**config.mk**
```make
export PLATFORM = sky130hd
export DESIGN_NAME = spoc_bdo_serializer
export DESIGN_NICKNAME = d
export VERILOG_FILES = /design/src/rtl/spoc_bdo_serializer.sv
export SDC_FILE = /design/constraint.sdc
export NUM_CORES = 1
export LEC_CHECK = 0
export ABC_AREA = 0
export BUFFER_PORTS_ARGS = -buffer_cell sky130_fd_sc_hd__buf_2
export CAP_MARGIN = 20
export CORE_MARGIN = 3
export CORE_UTILIZATION = 50
export DETAILED_ROUTE_END_ITERATION = 10
export GPL_ROUTABILITY_DRIVEN = 0
export GPL_TIMING_DRIVEN = 0
export PLACE_DENSITY = 0.67
export SYNTH_ARGS = -nofsm -noshare
export SYNTH_HDL_FRONTEND = slang
export SYNTH_SLANG_ARGS = --single-unit
```
**constraint.sdc**
```tcl
create_clock -name clk -period 3.9 [get_ports clk]
set_input_delay 0.975 -clock clk [delete_from_list [all_inputs] [get_ports clk]]
set_output_delay 0.975 -clock clk [all_outputs]
set_load 0.005 [all_outputs]
```
**src/rtl/spoc_bdo_serializer.sv**
```systemverilog
// spoc_bdo_serializer: captures one SpoC-128 output block or tag from the datapath
// and streams it as PW-bit words, plus the single decrypt status word.
module spoc_bdo_serializer #(
    parameter int PW = 32,
    parameter int BLK_WORDS = 4
) (
    input  logic          clk,
    input  logic          rst,
    input  logic [PW-1:0] bdo,
    output logic [1:0]    bdo_ctr,
    output logic          sel_tag,
    input  logic          blk_load,
    input  logic [4:0]    blk_bytes,
    input  logic          blk_last,
    input  logic          tag_req,
    input  logic          auth_req,
    input  logic          msg_auth,
    output logic          busy,
    output logic [PW-1:0] do_data,
    output logic          do_valid,
    input  logic          do_ready,
    output logic          do_last
);
    typedef enum logic [2:0] {IDLE, LOAD_D, SEND_D, LOAD_T, SEND_T, STAT} state_t;
    localparam logic [PW-1:0] STAT_OK = {4'hE, {(PW-4){1'b0}}};
    localparam logic [PW-1:0] STAT_FAIL = {4'hF, {(PW-4){1'b0}}};
    state_t state, state_nx;
    logic [1:0] wc, wc_nx, nidx, r;
    logic [PW-1:0] blk_buf [BLK_WORDS];
    logic [PW-1:0] data_nx, word_d;
    logic [2:0] nw, nw_in;
    logic [4:0] bytes_c;
    logic valid_nx, last_nx, last_d, last_f, xfer;
    logic tag_pend, auth_pend, auth_val, tag_go, auth_go, auth_nx;
    assign xfer = do_valid & do_ready;
    assign tag_go = tag_pend | tag_req;
    assign auth_go = auth_pend | auth_req;
    assign auth_nx = auth_req ? msg_auth : auth_val;
    assign bytes_c = (blk_bytes > 5'd16) ? 5'd16 : blk_bytes;
    assign nw_in = 3'((bytes_c + 5'd3) >> 2);
    assign busy = state != IDLE;
    assign sel_tag = state == LOAD_T;
    assign bdo_ctr = (state == LOAD_D || state == LOAD_T) ? wc : 2'd0;
    // Index of the word that goes out next; only the block's final word is byte-masked.
    assign nidx = (state == SEND_D || state == SEND_T) ? wc + 2'd1 : 2'd0;
    assign last_d = last_f && ({1'b0, nidx} == nw - 3'd1);
    assign word_d = blk_buf[nidx] & ((({1'b0, nidx} == nw - 3'd1) && r != 2'd0) ?
                    ~({PW{1'b1}} >> {r, 3'b000}) : {PW{1'b1}});
    always_comb begin
        state_nx = state;
        wc_nx = wc;
        data_nx = do_data;
        valid_nx = do_valid;
        last_nx = do_last;
        case (state)
            IDLE: begin
                wc_nx = 2'd0;
                if (blk_load) state_nx = LOAD_D;
                else if (tag_go) state_nx = LOAD_T;
                else if (auth_go) begin
                    state_nx = STAT;
                    data_nx = auth_nx ? STAT_OK : STAT_FAIL;
                    valid_nx = 1'b1;
                    last_nx = 1'b1;
                end
            end
            LOAD_D, LOAD_T: begin
                wc_nx = wc + 2'd1;
                if (wc == 2'd3) begin
                    if (state == LOAD_T) begin
                        state_nx = SEND_T;
                        data_nx = blk_buf[0];
                        valid_nx = 1'b1;
                        last_nx = 1'b0;
                    end else begin
                        state_nx = (nw == 3'd0) ? IDLE : SEND_D;
                        data_nx = word_d;
                        valid_nx = nw != 3'd0;
                        last_nx = last_d;
                    end
                end
            end
            SEND_D: if (xfer) begin
                if ({1'b0, wc} == nw - 3'd1) begin
                    state_nx = IDLE;
                    wc_nx = 2'd0;
                    data_nx = '0;
                    valid_nx = 1'b0;
                    last_nx = 1'b0;
                end else begin
                    wc_nx = nidx;
                    data_nx = word_d;
                    last_nx = last_d;
                end
            end
            SEND_T: if (xfer) begin
                if (wc == 2'd3) begin
                    state_nx = IDLE;
                    wc_nx = 2'd0;
                    data_nx = '0;
                    valid_nx = 1'b0;
                    last_nx = 1'b0;
                end else begin
                    wc_nx = nidx;
                    data_nx = blk_buf[nidx];
                    last_nx = nidx == 2'd3;
                end
            end
            STAT: if (xfer) begin
                state_nx = IDLE;
                data_nx = '0;
                valid_nx = 1'b0;
                last_nx = 1'b0;
            end
            default: state_nx = IDLE;
        endcase
    end
    always_ff @(posedge clk or negedge rst) begin
        if (!rst) begin
            state <= IDLE;
            wc <= 2'd0;
            for (int i = 0; i < BLK_WORDS; i++) blk_buf[i] <= '0;
            tag_pend <= 1'b0;
            auth_pend <= 1'b0;
            auth_val <= 1'b0;
            nw <= 3'd0;
            r <= 2'd0;
            last_f <= 1'b0;
            do_data <= '0;
            do_valid <= 1'b0;
            do_last <= 1'b0;
        end else begin
            state <= state_nx;
            wc <= wc_nx;
            do_data <= data_nx;
            do_valid <= valid_nx;
            do_last <= last_nx;
            if (state == LOAD_D || state == LOAD_T) blk_buf[wc] <= bdo;
            if (state == IDLE && blk_load) begin
                nw <= nw_in;
                r <= bytes_c[1:0];
                last_f <= blk_last;
            end
            // Requests stay pending until their segment actually starts.
            tag_pend <= tag_go & ~(state_nx == LOAD_T && state != LOAD_T);
            auth_pend <= auth_go & ~(state_nx == STAT && state != STAT);
            auth_val <= auth_nx;
        end
    end
endmodule

```
==> tab_implementation.tex <==
\begin{tabular}{lr}
\hline
Metric & Value \\
\hline
\multicolumn{2}{l}{\textbf{Status}} \\
Result of the run & finished, final reports clean \\
\multicolumn{2}{l}{\textbf{Worst setup path}} \\
Worst path buffer plus inverter count & 4 \\
Worst setup path class & register to primary output \\
Cell count of the worst reg-to-reg path & 9 \\
Capturing point of the worst reg2reg path & do\_data[13] \\
Worst path required time & 2920 ps \\
Slowest stage cell on the critical path & sky130\_fd\_sc\_hd\_\_clkbuf\_1 \\
Critical Path End Type & primary output \\
Startpoint kind of the worst setup timing path & register \\
Library cell appearing most often on the critical path & sky130\_fd\_sc\_hd\_\_clkbuf\_1 \\
CP peak stage delay & 390 ps \\
Launching point of the worst reg2reg path & wc[0] \\
Data arrival time of the critical path & 1920 ps \\
Cell-by-cell trace of the critical path & buf\_6 -> clkbuf\_1 -> clkbuf\_1 -> and2\_1 -> buf\_2 \\
Critical-path maximum fanout & 10 \\
Worst reg-to-reg setup slack & 1030 ps \\
Family with the most delay on the worst path & buffers and inverters \\
\multicolumn{2}{l}{\textbf{Timing}} \\
Part of the cycle the worst path needs & 0.742 \\
Relative slew slack & 0.403 \\
Largest clock skew in the final design & 8.45 ps \\
Number of pins with negative max-slew slack in the final report & 0 \\
Finish-stage setup viols & 0 \\
Total Negative Setup Slacks & 0 ps \\
Count of final hold-check violations & 0 \\
Worst Setup Slack, final & 1000 ps \\
Max Clock Freq & 0.345 GHz \\
Slew at the pin closest to its max-slew limit & 896 ps \\
Tmin final & 2900 ps \\
RSZ-0062 raised after global routing & no \\
Post-Route Hold Slack & 502 ps \\
\multicolumn{2}{l}{\textbf{Yosys}} \\
Area fraction in compound gates after synthesis & 0.122 \\
Adder and majority gate portion of the synthesized area & 0.00924 \\
Top cell type by total area after synthesis & sky130\_fd\_sc\_hd\_\_dfrtp\_1 \\
Portion of synthesized cell area occupied by the leading cell type & 0.542 \\
Post-synthesis simple-gate area fraction & 0.0531 \\
Top\_reg\_cell synth & sky130\_fd\_sc\_hd\_\_dfrtp\_1 \\
Cell area after synthesis & 0.00813 mm² \\
Number of synthesized flops with an enable pin & 0 \\
Fraction of synthesized area in multiplexers & 0.237 \\
Instance count of the mapped netlist & 620 \\
Syn Area/Cell & 13.1 µm² \\
Net count after synthesis & 671 \\
Number of synthesized register bits & 176 \\
Largest family of logic cells by synthesized area & multiplexers \\
Sequential element share of the synthesized area & 0.542 \\
Synth top area cells & sky130\_fd\_sc\_hd\_\_dfrtp\_1 (54\%), sky130\_fd\_sc\_hd\_\_mux2\_2 (18\%), sky130\_fd\_sc\_hd\_\_mux4\_2 (2.8\%), sky130\_fd\_sc\_hd\_\_mux2i\_1 (2.2\%), sky130\_fd\_sc\_hd\_\_a22oi\_1 (1.9\%) \\
Number of warnings issued by yosys & 0 \\
Post-synthesis xor/xnor area fraction & 0.00847 \\
Proportion of synthesized flip-flops having asynchronous set or reset & 1.00 \\
Distinct cell type count of the synthesized netlist & 60 \\
\multicolumn{2}{l}{\textbf{Power}} \\
Switching component of the power & 3.17 mW \\
Total Power & 8.83 mW \\
Switching power share of the total & 0.359 \\
Leakage & 4.21 nW \\
Internal Dissipation & 5.66 mW \\
Power share of the combinational group & 0.434 \\
Peak supply drop & 0.453 mV \\
Seq pwr share & 0.364 \\
Clock power frac & 0.202 \\
P per Cell Area & 933 mW/mm² \\
\multicolumn{2}{l}{\textbf{Detailed routing}} \\
Antenna-violating nets left & 0 \\
Starting DRC count in detailed routing & 354 \\
Detailed-route via count & 5,609 \\
Routed WL & 19,400 µm \\
DRC Markers & 0 \\
Total iterations of the first detailed-routing run & 5 \\
Post-detailed-route wirelength per cell & 20.5 µm \\
Via density per instance & 5.93 \\
\multicolumn{2}{l}{\textbf{CTS}} \\
H-Tree Level Count & 4 \\
Buffer cell driving the clock tree root & sky130\_fd\_sc\_hd\_\_clkbuf\_16 \\
Number of buffers between clock root and the deepest sink & 2 \\
TritonCTS clock tree & done \\
CTS Hold Bufs & 0 \\
Clock-pin slew reported for the worst setup and hold paths after clock tree synthesis & 60 ps \\
Number of setup buffers added after CTS & 0 \\
Clock latency of the later-clocked register in the worst-skew pair & 430 ps \\
Total of cells resized after clock tree synthesis & 0 \\
TritonCTS buffer count & 17 \\
CTS Sinks & 176 \\
\multicolumn{2}{l}{\textbf{Floorplan}} \\
Cell Rows & 45 \\
Top-level port count & 83 \\
Area of the die & 0.0178 mm² \\
Starting density of the core & 0.523 \\
Die Ht & 134 µm \\
Horizontal extent of the die & 134 µm \\
Core Area & 0.0155 mm² \\
\multicolumn{2}{l}{\textbf{Min path}} \\
Worst Hold Path EP & nw[1] \\
Min-delay worst type & register to register \\
Worst hold path depth & 2 \\
Start point of the worst min-delay path & nw[1] \\
\multicolumn{2}{l}{\textbf{Global routing}} \\
Aggregate global-route resource usage & 0.223 \\
Number of global-route vias before repair & 5,801 \\
Largest net degree at the start of global routing & 105 \\
Wire length of the first global-routing pass & 31,000 µm \\
Global route overflow & 0 \\
Number of antenna violations at the first check in global routing & 1 \\
\multicolumn{2}{l}{\textbf{Finish}} \\
Final antenna diode count & 0 \\
Non-filler cells in the finished layout & 946 \\
Final-stage net count & 773 \\
Design Area, Final & 0.00946 mm² \\
Fraction of final layout cells with drive strength greater than 1 & 0.389 \\
Area growth syn-to-layout & 16.4\% \\
Fill cells & 1,273 \\
Post-layout utilization of the core & 0.609 \\
\multicolumn{2}{l}{\textbf{Place}} \\
Instance area after placement & 0.00884 mm² \\
Count of placed standard cells including taps & 914 \\
Port Buf Inserts & 82 \\
Setup slack after placement & 1090 ps \\
Hpwl dp & 13,000 µm \\
\multicolumn{2}{l}{\textbf{Job}} \\
Count of max-cap constraint violations & 0 \\
\hline
\end{tabular}
logic make-up after synthesis:
kind of cell	Yosys count
AO/OA/AOI/OAI	136
XOR/XNOR	7
adder cells (fa/ha/maj)	6
buffers and inverters	48
flip-flops	176
multiplexers	162
AND/OR/NAND/NOR	85
worst register-to-register path, stage by stage (launching register included):
cell and delay [ps]:
sky130_fd_sc_hd__dfrtp_1 380, sky130_fd_sc_hd__buf_4 180, sky130_fd_sc_hd__inv_1 110, sky130_fd_sc_hd__ha_1 360, sky130_fd_sc_hd__buf_2 350, sky130_fd_sc_hd__buf_1 720
sky130_fd_sc_hd__mux2i_1 310, sky130_fd_sc_hd__nand2_1 100, sky130_fd_sc_hd__o221ai_1 130, sky130_fd_sc_hd__o21ai_1 100
final cells by class:
type / instances / area, µm² / share of cell area
plain buffers: 37 / 190 / 0.0201
clock buffers: 21 / 470 / 0.0497
clock inverters: 11 / 153 / 0.0161
inverters: 11 / 41.3 / 0.00436
multi-input cells: 396 / 3490 / 0.369
flip-flops and latches: 176 / 4400 / 0.465
well taps: 211 / 264 / 0.0279
repair buffers: 83 / 448 / 0.0473
cells in the mapped netlist, types with 3 or more instances:
library cell / n
sky130_fd_sc_hd__ha_1: 6
sky130_fd_sc_hd__o21ai_0: 17
sky130_fd_sc_hd__buf_6: 3
sky130_fd_sc_hd__mux2i_1: 18
sky130_fd_sc_hd__dfrtp_1: 176
sky130_fd_sc_hd__o21a_1: 3
sky130_fd_sc_hd__nor2b_1: 6
sky130_fd_sc_hd__clkbuf_1: 8
sky130_fd_sc_hd__mux4_2: 10
sky130_fd_sc_hd__a21oi_1: 12
sky130_fd_sc_hd__nor3_1: 10
sky130_fd_sc_hd__buf_4: 4
sky130_fd_sc_hd__xnor2_1: 4
sky130_fd_sc_hd__o221ai_1: 18
sky130_fd_sc_hd__a22oi_1: 21
sky130_fd_sc_hd__a222oi_1: 4
sky130_fd_sc_hd__nor2_1: 14
sky130_fd_sc_hd__nor3b_1: 4
sky130_fd_sc_hd__o21ai_1: 16
sky130_fd_sc_hd__nand2_1: 32
sky130_fd_sc_hd__a221oi_1: 3
sky130_fd_sc_hd__inv_1: 11
sky130_fd_sc_hd__buf_1: 11
sky130_fd_sc_hd__a22o_1: 9
sky130_fd_sc_hd__buf_2: 11
sky130_fd_sc_hd__mux2_2: 133
sky130_fd_sc_hd__nand2b_1: 5
sky130_fd_sc_hd__a21o_1: 13
power by group through the flow:
stage          clock (mW)  combinational (mW)  sequential [mW]
2_1_floorplan           0                2.85             3.08
3_3_place_gp            0                3.70             3.16
3_5_place_dp            0                3.82             3.23
4_1_cts              1.82                3.86             3.20
5_1_grt              1.88                4.17             3.31
6_report             1.78                3.83             3.21
placed cells by master (no fill, tap or decap), types with 5 or more instances in the layout:
master / instances
sky130_fd_sc_hd__nand2b_1: 5
sky130_fd_sc_hd__a21oi_1: 12
sky130_fd_sc_hd__clkbuf_1: 9
sky130_fd_sc_hd__a21o_1: 13
sky130_fd_sc_hd__mux2_2: 133
sky130_fd_sc_hd__a22oi_1: 21
sky130_fd_sc_hd__a22o_1: 9
sky130_fd_sc_hd__ha_1: 6
sky130_fd_sc_hd__inv_1: 11
sky130_fd_sc_hd__nor2b_1: 6
sky130_fd_sc_hd__o21ai_0: 17
sky130_fd_sc_hd__mux4_2: 10
sky130_fd_sc_hd__clkbuf_16: 17
sky130_fd_sc_hd__buf_1: 11
sky130_fd_sc_hd__o221ai_1: 18
sky130_fd_sc_hd__mux2i_1: 18
sky130_fd_sc_hd__nor3_1: 10
sky130_fd_sc_hd__nand2_1: 32
sky130_fd_sc_hd__o21ai_1: 16
sky130_fd_sc_hd__nor2_1: 14
sky130_fd_sc_hd__buf_2: 92
sky130_fd_sc_hd__dfrtp_1: 176
metal layers:
layer,track usage,part of all wire,vias up
met3,0.0491,0.046,38
met1,0.298,0.44,2893
met4,0.0806,0.024,2
li1,-,-,2520
met5,0,0.00067,-
met2,0.363,0.48,156
flip-flops by register name, indices dropped and copies added, names as in the netlist:
| signal | count |
|---|---|
| do_last | 1 |
| r | 2 |
| do_data | 32 |
| auth_val | 1 |
| wc | 2 |
| auth_pend | 1 |
| tag_pend | 1 |
| nw | 3 |
| last_f | 1 |
| state | 3 |
| blk_buf | 128 |
| do_valid | 1 |
worst max-delay path by stage:
| stage | startpoint | endpoint | slack (ps) | cells past startpoint |
|---|---|---|---|---|
| final | state[1] | sel_tag | 1000 | 5 |
| after global routing | wc[0] | do_data[13] | 860 | 9 |
| after CTS | wc[0] | do_data[13] | 1010 | 9 |
| after detailed placement | wc[0] | do_data[21] | 1090 | 9 |
| after global placement | rst | blk_buf[80] | -700 | 1 |
| after floorplan | nw[0] | do_last | 1730 | 7 |
Note: power is estimated with default switching activity, not from simulation.
